File: src/rtl/hazard_pkg.sv
// Shared types and default sizing for the pipeline hazard controller.
package hazard_pkg;
    typedef enum logic [1:0] {
        RUN      = 2'd0,
        MEM_WAIT = 2'd1,
        ERROR    = 2'd2
    } state_e;

    localparam int DEF_CNT_W   = 16;
    localparam int DEF_TIMEOUT = 64;
    localparam int TIMER_W     = 8;
endpackage

File: src/rtl/hazard_controller_sat_counter.sv
// Saturating up-counter with a clear that wins over increment.
module sat_counter #(
    parameter int W = 16
) (
    input  logic         clk,
    input  logic         rst_n,
    input  logic         inc,
    input  logic         clr,
    output logic [W-1:0] count
);
    logic [W-1:0] count_q, count_d;

    always_comb begin
        count_d = count_q;
        if (clr) begin
            count_d = '0;
        end else if (inc && (count_q != {W{1'b1}})) begin
            count_d = count_q + W'(1);
        end
    end

    always_ff @(posedge clk or negedge rst_n) begin
        if (!rst_n) begin
            count_q <= '0;
        end else begin
            count_q <= count_d;
        end
    end

    assign count = count_q;
endmodule

File: src/rtl/hazard_controller.sv
// Pipeline stall/flush control with a memory-wait watchdog and performance counters.
module hazard_controller
    import hazard_pkg::*;
#(
    parameter int CNT_W   = DEF_CNT_W,
    parameter int TIMEOUT = DEF_TIMEOUT
) (
    input  logic             clk,
    input  logic             rst,
    input  logic             forwardingEn,
    input  logic [3:0]       src1,
    input  logic [3:0]       src2,
    input  logic             src1Valid,
    input  logic             src2Valid,
    input  logic [3:0]       dst_EXE,
    input  logic [3:0]       dst_MEM,
    input  logic             wbEn_EXE,
    input  logic             wbEn_MEM,
    input  logic             memRead_EXE,
    input  logic             branchTaken,
    input  logic             memReq,
    input  logic             memReady,
    input  logic             clrCnt,
    output logic             freezePC,
    output logic             freezeIFID,
    output logic             flushIFID,
    output logic             flushIDEXE,
    output logic             freezeAll,
    output logic             memTimeout,
    output logic [CNT_W-1:0] hazardCnt,
    output logic [CNT_W-1:0] flushCnt,
    output logic [CNT_W-1:0] waitCnt
);
    localparam logic [TIMER_W-1:0] TMO_LAST = TIMER_W'(TIMEOUT - 1);

    state_e             state_q;
    logic [TIMER_W-1:0] timer_q;
    logic               memTimeout_q;

    logic matchExe, matchMem, hazard, memWait;

    assign matchExe = (src1Valid && (src1 == dst_EXE)) || (src2Valid && (src2 == dst_EXE));
    assign matchMem = (src1Valid && (src1 == dst_MEM)) || (src2Valid && (src2 == dst_MEM));

    // With forwarding only a load in EXE cannot be bypassed in time.
    assign hazard = forwardingEn ? (memRead_EXE && wbEn_EXE && matchExe)
                                 : ((wbEn_EXE && matchExe) || (wbEn_MEM && matchMem));

    assign memWait    = memReq && !memReady;
    assign freezeAll  = (state_q == ERROR) ? 1'b1 : memWait;
    assign freezePC   = freezeAll || (hazard && !branchTaken);
    assign freezeIFID = freezePC;
    assign flushIFID  = branchTaken && !freezeAll;
    assign flushIDEXE = (branchTaken || hazard) && !freezeAll;
    assign memTimeout = memTimeout_q;

    // Timer holds the number of consecutive wait cycles already completed.
    always_ff @(posedge clk or negedge rst) begin
        if (!rst) begin
            state_q      <= RUN;
            timer_q      <= '0;
            memTimeout_q <= 1'b0;
        end else begin
            case (state_q)
                RUN: begin
                    if (memWait) begin
                        state_q <= MEM_WAIT;
                        timer_q <= TIMER_W'(1);
                    end else begin
                        timer_q <= '0;
                    end
                end
                MEM_WAIT: begin
                    if (memReady) begin
                        state_q <= RUN;
                        timer_q <= '0;
                    end else if (timer_q == TMO_LAST) begin
                        state_q      <= ERROR;
                        memTimeout_q <= 1'b1;
                    end else begin
                        timer_q <= timer_q + TIMER_W'(1);
                    end
                end
                ERROR: begin
                    memTimeout_q <= 1'b1;
                end
                default: begin
                    state_q <= RUN;
                    timer_q <= '0;
                end
            endcase
        end
    end

    sat_counter #(.W(CNT_W)) u_hazard_cnt (
        .clk   (clk),
        .rst_n (rst),
        .inc   (hazard && !branchTaken && !freezeAll),
        .clr   (clrCnt),
        .count (hazardCnt)
    );

    sat_counter #(.W(CNT_W)) u_flush_cnt (
        .clk   (clk),
        .rst_n (rst),
        .inc   (branchTaken && !freezeAll),
        .clr   (clrCnt),
        .count (flushCnt)
    );

    sat_counter #(.W(CNT_W)) u_wait_cnt (
        .clk   (clk),
        .rst_n (rst),
        .inc   (freezeAll),
        .clr   (clrCnt),
        .count (waitCnt)
    );
endmodule

File: config.mk
export PLATFORM = sky130hd
export DESIGN_NAME = hazard_controller
export DESIGN_NICKNAME = d
export VERILOG_FILES = /design/src/rtl/hazard_pkg.sv /design/src/rtl/hazard_controller_sat_counter.sv /design/src/rtl/hazard_controller.sv
export SDC_FILE = /design/constraint.sdc
export NUM_CORES = 1
export LEC_CHECK = 0
export CAP_MARGIN = 5
export CORE_MARGIN = 2
export CORE_UTILIZATION = 40
export DETAILED_ROUTE_END_ITERATION = 8
export PLACE_DENSITY_LB_ADDON = 0.05
export SYNTH_ARGS = -nofsm -noshare
export SYNTH_HDL_FRONTEND = slang
export SYNTH_SLANG_ARGS = --single-unit
File: constraint.sdc
create_clock -name clk -period 2.25 [get_ports clk]
set_input_delay 0.3375 -clock clk [delete_from_list [all_inputs] [get_ports clk]]
set_output_delay 0.3375 -clock clk [all_outputs]
set_load 0.005 [all_outputs]
==> results of run 1 <==
[what timing repair did]
action                                  in CTS  in global routing
buffers inserted                             3                  1
resized for setup                           27                 25
hold buffers                                 1                  0
endpoints found under the hold margin        4                  0
endpoints found under the setup margin       4                 17
pin swaps                                    3                  7
[Yosys cell counts (all sizes together) (7+ instances only)]
cell | instances | area (um2)
nand3 | 20 | 100.1
o21ai | 8 | 40.04
xor2 | 33 | 289.0
nand4 | 18 | 118.9
a21oi | 7 | 35.03
inv | 10 | 37.54
or3 | 7 | 43.79
clkbuf | 7 | 26.28
xnor2 | 17 | 148.9
nor3 | 11 | 55.05
nand2 | 21 | 78.83
mux2 | 10 | 112.6
nor2b | 12 | 75.07
nor2 | 54 | 205.2
dfrtp | 59 | 1476
[cells by family (layout without fill, tap and decap cells)]
| group | Yosys count | in the layout | share of synthesized area [%] |
|---|---|---|---|
| adders and majority gates | 4 | 4 | 1.483 |
| DFF | 59 | 59 | 43.75 |
| and+or+nand+nor | 175 | 175 | 27.03 |
| AOI/OAI and AO/OA | 29 | 29 | 6.637 |
| muxes | 16 | 16 | 5.117 |
| xor gates and xnor gates | 50 | 50 | 12.98 |
| buffers and inverters | 23 | 138 | 3.003 |
[metal layers]
| layer | global-route usage [%] | up-vias | wire, um |
|---|---|---|---|
| met5 | 0 | - | 0 |
| met4 | 9.167 | 0 | 167 |
| met3 | 4.385 | 16 | 336 |
| met2 | 29.55 | 68 | 3995 |
| met1 | 25.12 | 1390 | 3897 |
| li1 | - | 1464 | - |
[cell type report]
class / instances / area, um2
fillers: 745 / 3377
clock buffers: 12 / 165.2
clock inverters: 2 / 35.03
repair buffers: 114 / 1044
inverters: 10 / 37.54
flip-flops and latches: 59 / 1476
multi-input cells: 274 / 1951
well taps: 105 / 131.4
[power by group through the flow]
stage	clock network [uW]	registers [uW]	logic [uW]
floorplan	0	1100	94.2
global placement	0	1100	233
detailed placement	0	1100	235
CTS	1030	1080	240
global route	1070	1090	278
finish	997	1080	250
[stage by stage]
step	setup TNS, ns	total power, uW
after CTS	-0.07161	2352
after global routing	-0.08948	2432
after detailed placement	-5.656	1338
after floorplan	0	1196
final	0	2332
after global placement	-5.005	1336
[how the worst max path moves through the flow]
stage	from	end	depth (start not counted)	slack [ns]
finish	dst_EXE[2]	freezePC	7	0.06
global route	memReq	freezeAll	6	-0.02
CTS	wbEn_MEM	u_hazard_cnt.count[2]	10	-0.02
detailed placement	src2[3]	freezePC	7	-0.47
global placement	forwardingEn	freezeIFID	7	-0.43
floorplan	u_hazard_cnt.count[3]	u_hazard_cnt.count[9]	6	0.22
[state kept, by name, summed over array words and instances (netlist names)]
register,count
u_wait_cnt.count,16
memTimeout,1
state_q,2
u_flush_cnt.count,16
u_hazard_cnt.count,16
timer_q,8
==> flow_metrics.py, run 1 <==
metrics = {
    "die": {
        "die_x_um": 95.85,
        "die_h_um": 95.85,
        "initial_utilization_pct": 41.07,
        "num_rows": 33,
        "dieArea_um2": 9187,
        "io-pin-count": 82,
        "core_area_um2": 8217,
    },
    "drt": {
        "first_pass_iters": 4,
        "vias": 2938,
        "drc": 0,
        "wl_um": 8396,
        "post_drt_wl_per_cell_um": 14.58,
        "drt_first_iter_violations": 61,
        "ant_nets": 0,
        "via_per_inst": 5.101,
    },
    "global_route": {
        "grt_max_degree": 60,
        "antenna_found_initial": 0,
        "grt_pass1_wl_um": 13640,
        "grt-ovfl-total": 0,
        "grt_pass1_vias": 2932,
        "grt_usage_pct": 19.04,
    },
    "setup_path": {
        "cp.arrival_ns": 1.85,
        "r2r_cells": 7,
        "start_kind": "input port",
        "worst-path-max-fanout": 2,
        "path_cells": "clkdlybuf4s50_1 -> xor2_1 -> nor4_4 -> nor4_2 -> buf_4 -> o21ai_4 -> buf_2",
        "crit_buf_inv": 3,
        "slowest_stage": "clkdlybuf4s50_1",
        "cp_top_family": "buffers and inverters",
        "r2r_slack_ns": 0.08,
        "r2r_start": "u_hazard_cnt.count[6]",
        "reg2reg_to": "u_hazard_cnt.count[5]",
        "max_stage_delay_ns": 0.51,
        "path_class": "input port to output port",
        "cp-end-kind": "output port",
        "required_ns": 1.91,
    },
    "power_and_ir_drop": {
        "power_frac_comb_pct": 10.7,
        "total_leakage_power_uw": 0.002127,
        "swShare_pct": 23.71,
        "power.switching_uw": 552.9,
        "clkPwrFrac_pct": 42.8,
        "p_int_uw": 1779,
        "irDropWorstVdd_mv": 0.2581,
        "pwr-share-seq_pct": 46.5,
        "power_density_nw_per_um2": 481.8,
    },
    "logic_synthesis": {
        "ys_seq_elements": 59,
        "synth_flop_cell": "dfrtp_1",
        "ys_warn_count": 0,
        "synth_cells": 356,
        "synth_area_um2": 3374,
        "synth_edf_count": 0,
        "seq_area_frac_synth_pct": 43.75,
        "syn_nets": 388,
        "async_flop_share_pct": 100.0,
        "synth_cell_types": 45,
        "avgSynthCellArea_um2": 9.479,
    },
    "run_status": {
        "status": "completed",
    },
    "sta": {
        "slew_violations": 0,
        "fin_ws_ns": 0.06267,
        "fin_crit_sh_pct": 97.21,
        "worst_pin_slew_ns": 0.4772,
        "post-route-min-period_ns": 2.187,
        "finalHoldViolCount": 0,
        "slew_headroom_pct": 68.18,
        "rsz0062_at_grt": "true",
        "skew_ns": 0.005541,
        "holdWs_ns": 0.4747,
        "setup_viol": 0,
        "fmax_ghz": 0.4572,
    },
    "place": {
        "dpl_cell_area_um2": 4479,
        "pre_cts_slack_ns": -0.4715,
        "gp_congestion": 0.8532,
        "port_buffers": 81,
        "post-place-cells": 558,
        "hpwl_um": 5858,
    },
    "min_path": {
        "worst_hold_startpoint": "memTimeout",
        "holdPathEnd": "memTimeout",
        "min_path_cells": 1,
        "min_path_type": "flip-flop to flip-flop",
    },
    "run": {
        "cap_violations": 0,
    },
    "finish": {
        "final_common_cell": "clkdlybuf4s50_1",
        "stdcell_count": 576,
        "layout-drive-gt1-share_pct": 18.26,
        "finish.utilization_pct": 58.90,
        "mostFrequentLayoutCells": "clkdlybuf4s50_1 (66), dfrtp_1 (59), nor2_1 (53)",
        "antenna_cells": 0,
        "area_growth_pct": 43.42,
        "nets": 500,
        "design_area_um2": 4840,
    },
    "clocking": {
        "ctsLongestPathBuffers": 2,
        "cts_buffers": 9,
        "cts_tree": "yes",
        "cts.sink_count": 59,
        "cts_root_buf": "clkbuf_8",
        "insertion_delay_ns": 0.33,
        "path_clk_slew_ns": 0.06,
        "htreeDepth": 3,
    },
}
Power figures use the tool's default switching activity.
==> run 2: changes to the inputs <==
CORE_ASPECT_RATIO = 1.75   (was default)
CORE_UTILIZATION = 50   (was 40)
MAX_ROUTING_LAYER = met4   (was default)
==> run 2 against run 1 <==
Net effect:
- flip-flop and latch count is the same
- clock skew shrank 0.0016 ns
- non-clock buffer count shrank 4
- global-route usage grew 6.3 points
- worst hold slack lost 0.45 ns
- combinational power shrank 4%
- worst setup slack lost 0.036 ns
- sequential share of layout area shrank 0.13 points
- cell area grew 0.44%
- clock-buffer cell count grew 3
- highest routed layer unchanged
==> flow_metrics.py, run 2 (synthesis results as in run 1) <==
metrics = {
    "run_status": {
        "status": "completed",
    },
    "drt": {
        "via_per_inst": 5.557,
        "ant_nets": 0,
        "highest_layer": "met4",
        "wl_met1_um": 3309,
        "wl_um": 8740,
        "post_drt_wl_per_cell_um": 15.86,
        "vias": 3062,
        "first_pass_iters": 4,
        "drt_first_iter_violations": 135,
        "drc": 0,
        "wl_met3_um": 483,
        "wl_met2_um": 4875,
    },
    "sta": {
        "slew_headroom_pct": 58.01,
        "worst_pin_slew_ns": 0.6298,
        "fmax_ghz": 0.4499,
        "fin_crit_sh_pct": 98.79,
        "post-route-min-period_ns": 2.223,
        "holdWs_ns": 0.02859,
        "skew_ns": 0.003970,
        "setup_tns_ns": 0,
        "setup_viol": 0,
        "fin_ws_ns": 0.02716,
        "slew_violations": 0,
        "finalHoldViolCount": 0,
    },
    "global_route": {
        "antenna_found_initial": 0,
        "grt_pass1_vias": 3259,
        "grt_max_degree": 37,
        "grt_pass1_wl_um": 14370,
        "grt_usage_pct": 25.38,
        "grt-ovfl-total": 0,
    },
    "finish": {
        "nets": 496,
        "mostFrequentLayoutCells": "clkdlybuf4s50_1 (59), dfrtp_1 (59), nor2_1 (53)",
        "layout-drive-gt1-share_pct": 17.91,
        "area_growth_pct": 44.05,
        "antenna_cells": 0,
        "fillCellCount": 518,
    },
    "die": {
        "core_area_um2": 6539,
        "initial_utilization_pct": 51.61,
        "num_rows": 39,
        "dieArea_um2": 7448,
        "die_h_um": 112.7,
        "io-pin-count": 82,
        "die_x_um": 66.10,
    },
    "setup_path": {
        "path_class": "input port to output port",
        "r2r_start": "state_q[1]",
        "r2r_slack_ns": 0.11,
        "cp.arrival_ns": 1.89,
        "cp-end-kind": "output port",
        "r2r_cells": 7,
        "worst-path-max-fanout": 2,
        "required_ns": 1.91,
        "reg2reg_to": "u_hazard_cnt.count[15]",
        "start_kind": "input port",
    },
    "place": {
        "gp_congestion": 0.8037,
        "pre_cts_slack_ns": -0.3981,
        "port_buffers": 81,
        "hpwl_um": 6084,
    },
    "clocking": {
        "ctsLongestPathBuffers": 2,
        "cts_buffers": 9,
        "cts.sink_count": 59,
        "cts_root_buf": "clkbuf_16",
        "insertion_delay_ns": 0.32,
        "htreeDepth": 3,
        "cts_hold_buffers": 0,
        "cts_tree": "yes",
        "path_clk_slew_ns": 0.05,
    },
    "power_and_ir_drop": {
        "power_density_nw_per_um2": 561.3,
        "p_total_uw": 2728,
        "irDropWorstVdd_mv": 0.5160,
        "total_leakage_power_uw": 0.002145,
    },
    "min_path": {
        "min_path_type": "input port to asynchronous set/reset pin",
    },
    "run": {
        "cap_violations": 0,
    },
}
run 2: changes by cell type in the layout (fill, tap and decap cells not counted), sizes merged:
cell / before / now
buf: 37 / 32
clkbuf: 12 / 16
clkdlybuf4s50: 66 / 59
clkinv: 1 / 0
dlygate4sd2: 9 / 16
dlygate4sd3: 1 / 0
dlymetal6s2s: 1 / 2
run 2: what timing repair did:
action	4_1_cts	5_1_grt
pin swaps	13	6
gates cloned	0	0
buffers inserted	1	1
resized for setup	33	18
endpoints found under the setup margin	4	10
run 2: critical path, stage by stage:
cell and delay (ns):
clkdlybuf4s50_1 0.47, xnor2_1 0.16, nand4_1 0.11, nor3_2 0.05, nor4_2 0.36, a21oi_1 0.12
dlygate4sd2_1 0.27
run 2: layer usage:
layer	GRT usage, %	vias up
met4	7.347	0
li1	-	1461
met1	26.02	1513
met3	6.513	5
met2	46.13	83
met5	-	-
run 2: area by class of cell:
type | count | area (um2) | area share, %
inverters | 10 | 37.54 | 0.7722
multi-input cells | 274 | 1927 | 39.64
repair buffers | 110 | 1010 | 20.77
well taps | 82 | 102.6 | 2.111
clock inverters | 1 | 30.03 | 0.6178
clock buffers | 15 | 277.8 | 5.714
flip-flops and latches | 59 | 1476 | 30.37
run 2: through the flow:
stage               instances  util [%]  instance area, um2
finish                    551     74.34                4861
global route              551     74.34                4861
floorplan                 356         -                3374
CTS                       550     73.23                4788
detailed placement        533     67.83                4436
global placement          533     67.83                4436
run 2: worst max-delay path by stage:
stage          slack (ns)                  start                    end
6_report             0.03             dst_EXE[3]             flushIDEXE
5_1_grt             -0.02             dst_EXE[3]             flushIDEXE
4_1_cts            0.0003                 memReq              freezeAll
3_5_place_dp        -0.40             dst_EXE[1]             freezeIFID
3_3_place_gp        -0.33           forwardingEn               freezePC
2_1_floorplan        0.22  u_hazard_cnt.count[3]  u_hazard_cnt.count[9]
run 2: report_power, final:
part           switching [uW]  internal, uW
clock network             452           948
logic                     129           112
registers                14.5          1070
total                     596          2130
==> run 3: changes to the inputs <==
CORE_UTILIZATION = 45   (was 50)
RECOVER_POWER = 50   (was default)
==> run 3 against run 2 <==
Net effect:
- routed wire length is 2.4% lower
- cell count increased by 1.3%
- utilization is 5.6 points lower
==> flow_metrics.py, run 3 (synthesis results as in run 1) <==
metrics = {
    "run_status": {
        "status": "completed",
    },
    "setup_path": {
        "worstSetupEndpoint": "freezeAll",
        "cp-end-kind": "output port",
        "worst-path-max-fanout": 4,
        "r2r_start": "u_hazard_cnt.count[6]",
        "start_kind": "input port",
        "required_ns": 1.91,
        "reg2reg_to": "u_hazard_cnt.count[5]",
        "r2r_slack_ns": 0.11,
        "cp.arrival_ns": 1.89,
        "path_class": "input port to output port",
        "setup.worst_path.start": "memReq",
        "r2r_cells": 7,
    },
    "drt": {
        "wl_met2_um": 4656,
        "highest_layer": "met4",
        "post_drt_wl_per_cell_um": 15.28,
        "via_per_inst": 5.427,
        "wl_met1_um": 3341,
        "wl_met3_um": 389,
        "wl_um": 8529,
        "drt_first_iter_violations": 128,
        "drc": 0,
        "first_pass_iters": 6,
        "vias": 3028,
        "ant_nets": 0,
    },
    "die": {
        "io-pin-count": 82,
        "initial_utilization_pct": 46.65,
        "dieArea_um2": 8235,
        "die_h_um": 118.6,
        "die_x_um": 69.46,
        "num_rows": 41,
        "core_area_um2": 7233,
    },
    "finish": {
        "fillCellCount": 595,
        "nets": 499,
        "area_growth_pct": 47.31,
        "mostFrequentLayoutCells": "dfrtp_1 (59), nor2_1 (53), clkdlybuf4s50_1 (35)",
        "final_common_cell": "dfrtp_1",
        "antenna_cells": 0,
        "layout-drive-gt1-share_pct": 18.43,
    },
    "clocking": {
        "htreeDepth": 3,
        "ctsLongestPathBuffers": 2,
        "cts.sink_count": 59,
        "insertion_delay_ns": 0.33,
        "cts_root_buf": "clkbuf_16",
        "path_clk_slew_ns": 0.05,
        "cts_tree": "yes",
        "cts_buffers": 9,
    },
    "global_route": {
        "antenna_found_initial": 0,
        "grt_max_degree": 41,
        "grt_usage_pct": 22.13,
        "grt_pass1_wl_um": 14210,
        "grt-ovfl-total": 0,
        "grt_pass1_vias": 2993,
    },
    "sta": {
        "fmax_ghz": 0.4495,
        "rsz0062_at_grt": "true",
        "skew_ns": 0.007476,
        "fin_crit_sh_pct": 98.87,
        "worst_pin_slew_ns": 1.147,
        "setup_tns_ns": 0,
        "post-route-min-period_ns": 2.225,
        "slew_violations": 0,
        "setup_viol": 0,
        "slew_headroom_pct": 23.57,
        "finalHoldViolCount": 0,
    },
    "place": {
        "port_buffers": 81,
        "hpwl_um": 6033,
        "gp_congestion": 0.7916,
    },
    "power_and_ir_drop": {
        "p_total_uw": 2978,
        "p_int_uw": 2358,
        "clkPwrFrac_pct": 55.1,
        "power_frac_comb_pct": 8.4,
        "irDropWorstVdd_mv": 0.4264,
        "pwr-share-seq_pct": 36.5,
        "swShare_pct": 20.82,
        "total_leakage_power_uw": 0.002282,
        "power.switching_uw": 620.0,
        "power_density_nw_per_um2": 599.1,
    },
    "min_path": {
        "min_path_type": "flip-flop to flip-flop",
    },
    "run": {
        "cap_violations": 0,
    },
}
run 3: how the worst min path moves through the flow:
stage / start / endpoint / slack [ns] / cells after the start
floorplan: rst / memTimeout / 0.04 / 0
global placement: rst / u_hazard_cnt.count[5] / 0.32 / 1
detailed placement: rst / u_hazard_cnt.count[5] / 0.33 / 1
CTS: memTimeout / memTimeout / 0.47 / 1
global route: memTimeout / memTimeout / 0.50 / 1
finish: memTimeout / memTimeout / 0.46 / 1
run 3: power by group through the flow:
stage / combinational, uW / sequential (uW) / clock [uW]
after global placement: 234 / 1100 / 0
after detailed placement: 236 / 1100 / 0
after global routing: 274 / 1090 / 1720
final: 251 / 1090 / 1640
after floorplan: 94.2 / 1100 / 0
after CTS: 249 / 1090 / 1670
run 3: through the flow:
stage	std cells	utilization [%]	worst slack [ns]	hold WS, ns	instance area [um2]
after floorplan	356	-	0.2245	0.04191	3374
after global placement	541	61.63	-0.4950	0.3216	4458
after detailed placement	541	61.63	-0.5174	0.3295	4458
after CTS	558	67.98	0.001475	0.4745	4917
after global routing	558	68.73	-0.03226	0.5026	4971
final	558	68.73	0.02532	0.4640	4971
run 3: timing repair:
action,in CTS,in global routing
hold buffers,1,0
endpoints found under the hold margin,18,0
cloned,0,0
resized for setup,43,13
pin swaps,14,4
buffers inserted,0,0
setup endpoints to repair,10,12
run 3: critical path: stages:
cell,delay [ns]
clkdlybuf4s50_1,0.47
nor2b_2,0.24
nor2_4,0.07
buf_6,0.13
inv_1,0.06
buf_4,0.10
clkdlybuf4s50_1,0.48
run 3: layer usage:
layer | global-route usage, % | up-vias
li1 | - | 1466
met1 | 24.48 | 1481
met2 | 38.64 | 68
met3 | 5.286 | 13
met4 | 7.475 | 0
met5 | - | -
run 3: final cells by class:
| type | count | area (um2) | area share (%) |
|---|---|---|---|
| clock inverter | 4 | 95.09 | 1.913 |
| clock buffer | 12 | 266.5 | 5.361 |
| sequential | 59 | 1476 | 29.70 |
| multi-input combinational | 274 | 1964 | 39.52 |
| tap | 86 | 107.6 | 2.165 |
| timing repair buffer | 113 | 1023 | 20.59 |
| inverter | 10 | 37.54 | 0.7551 |
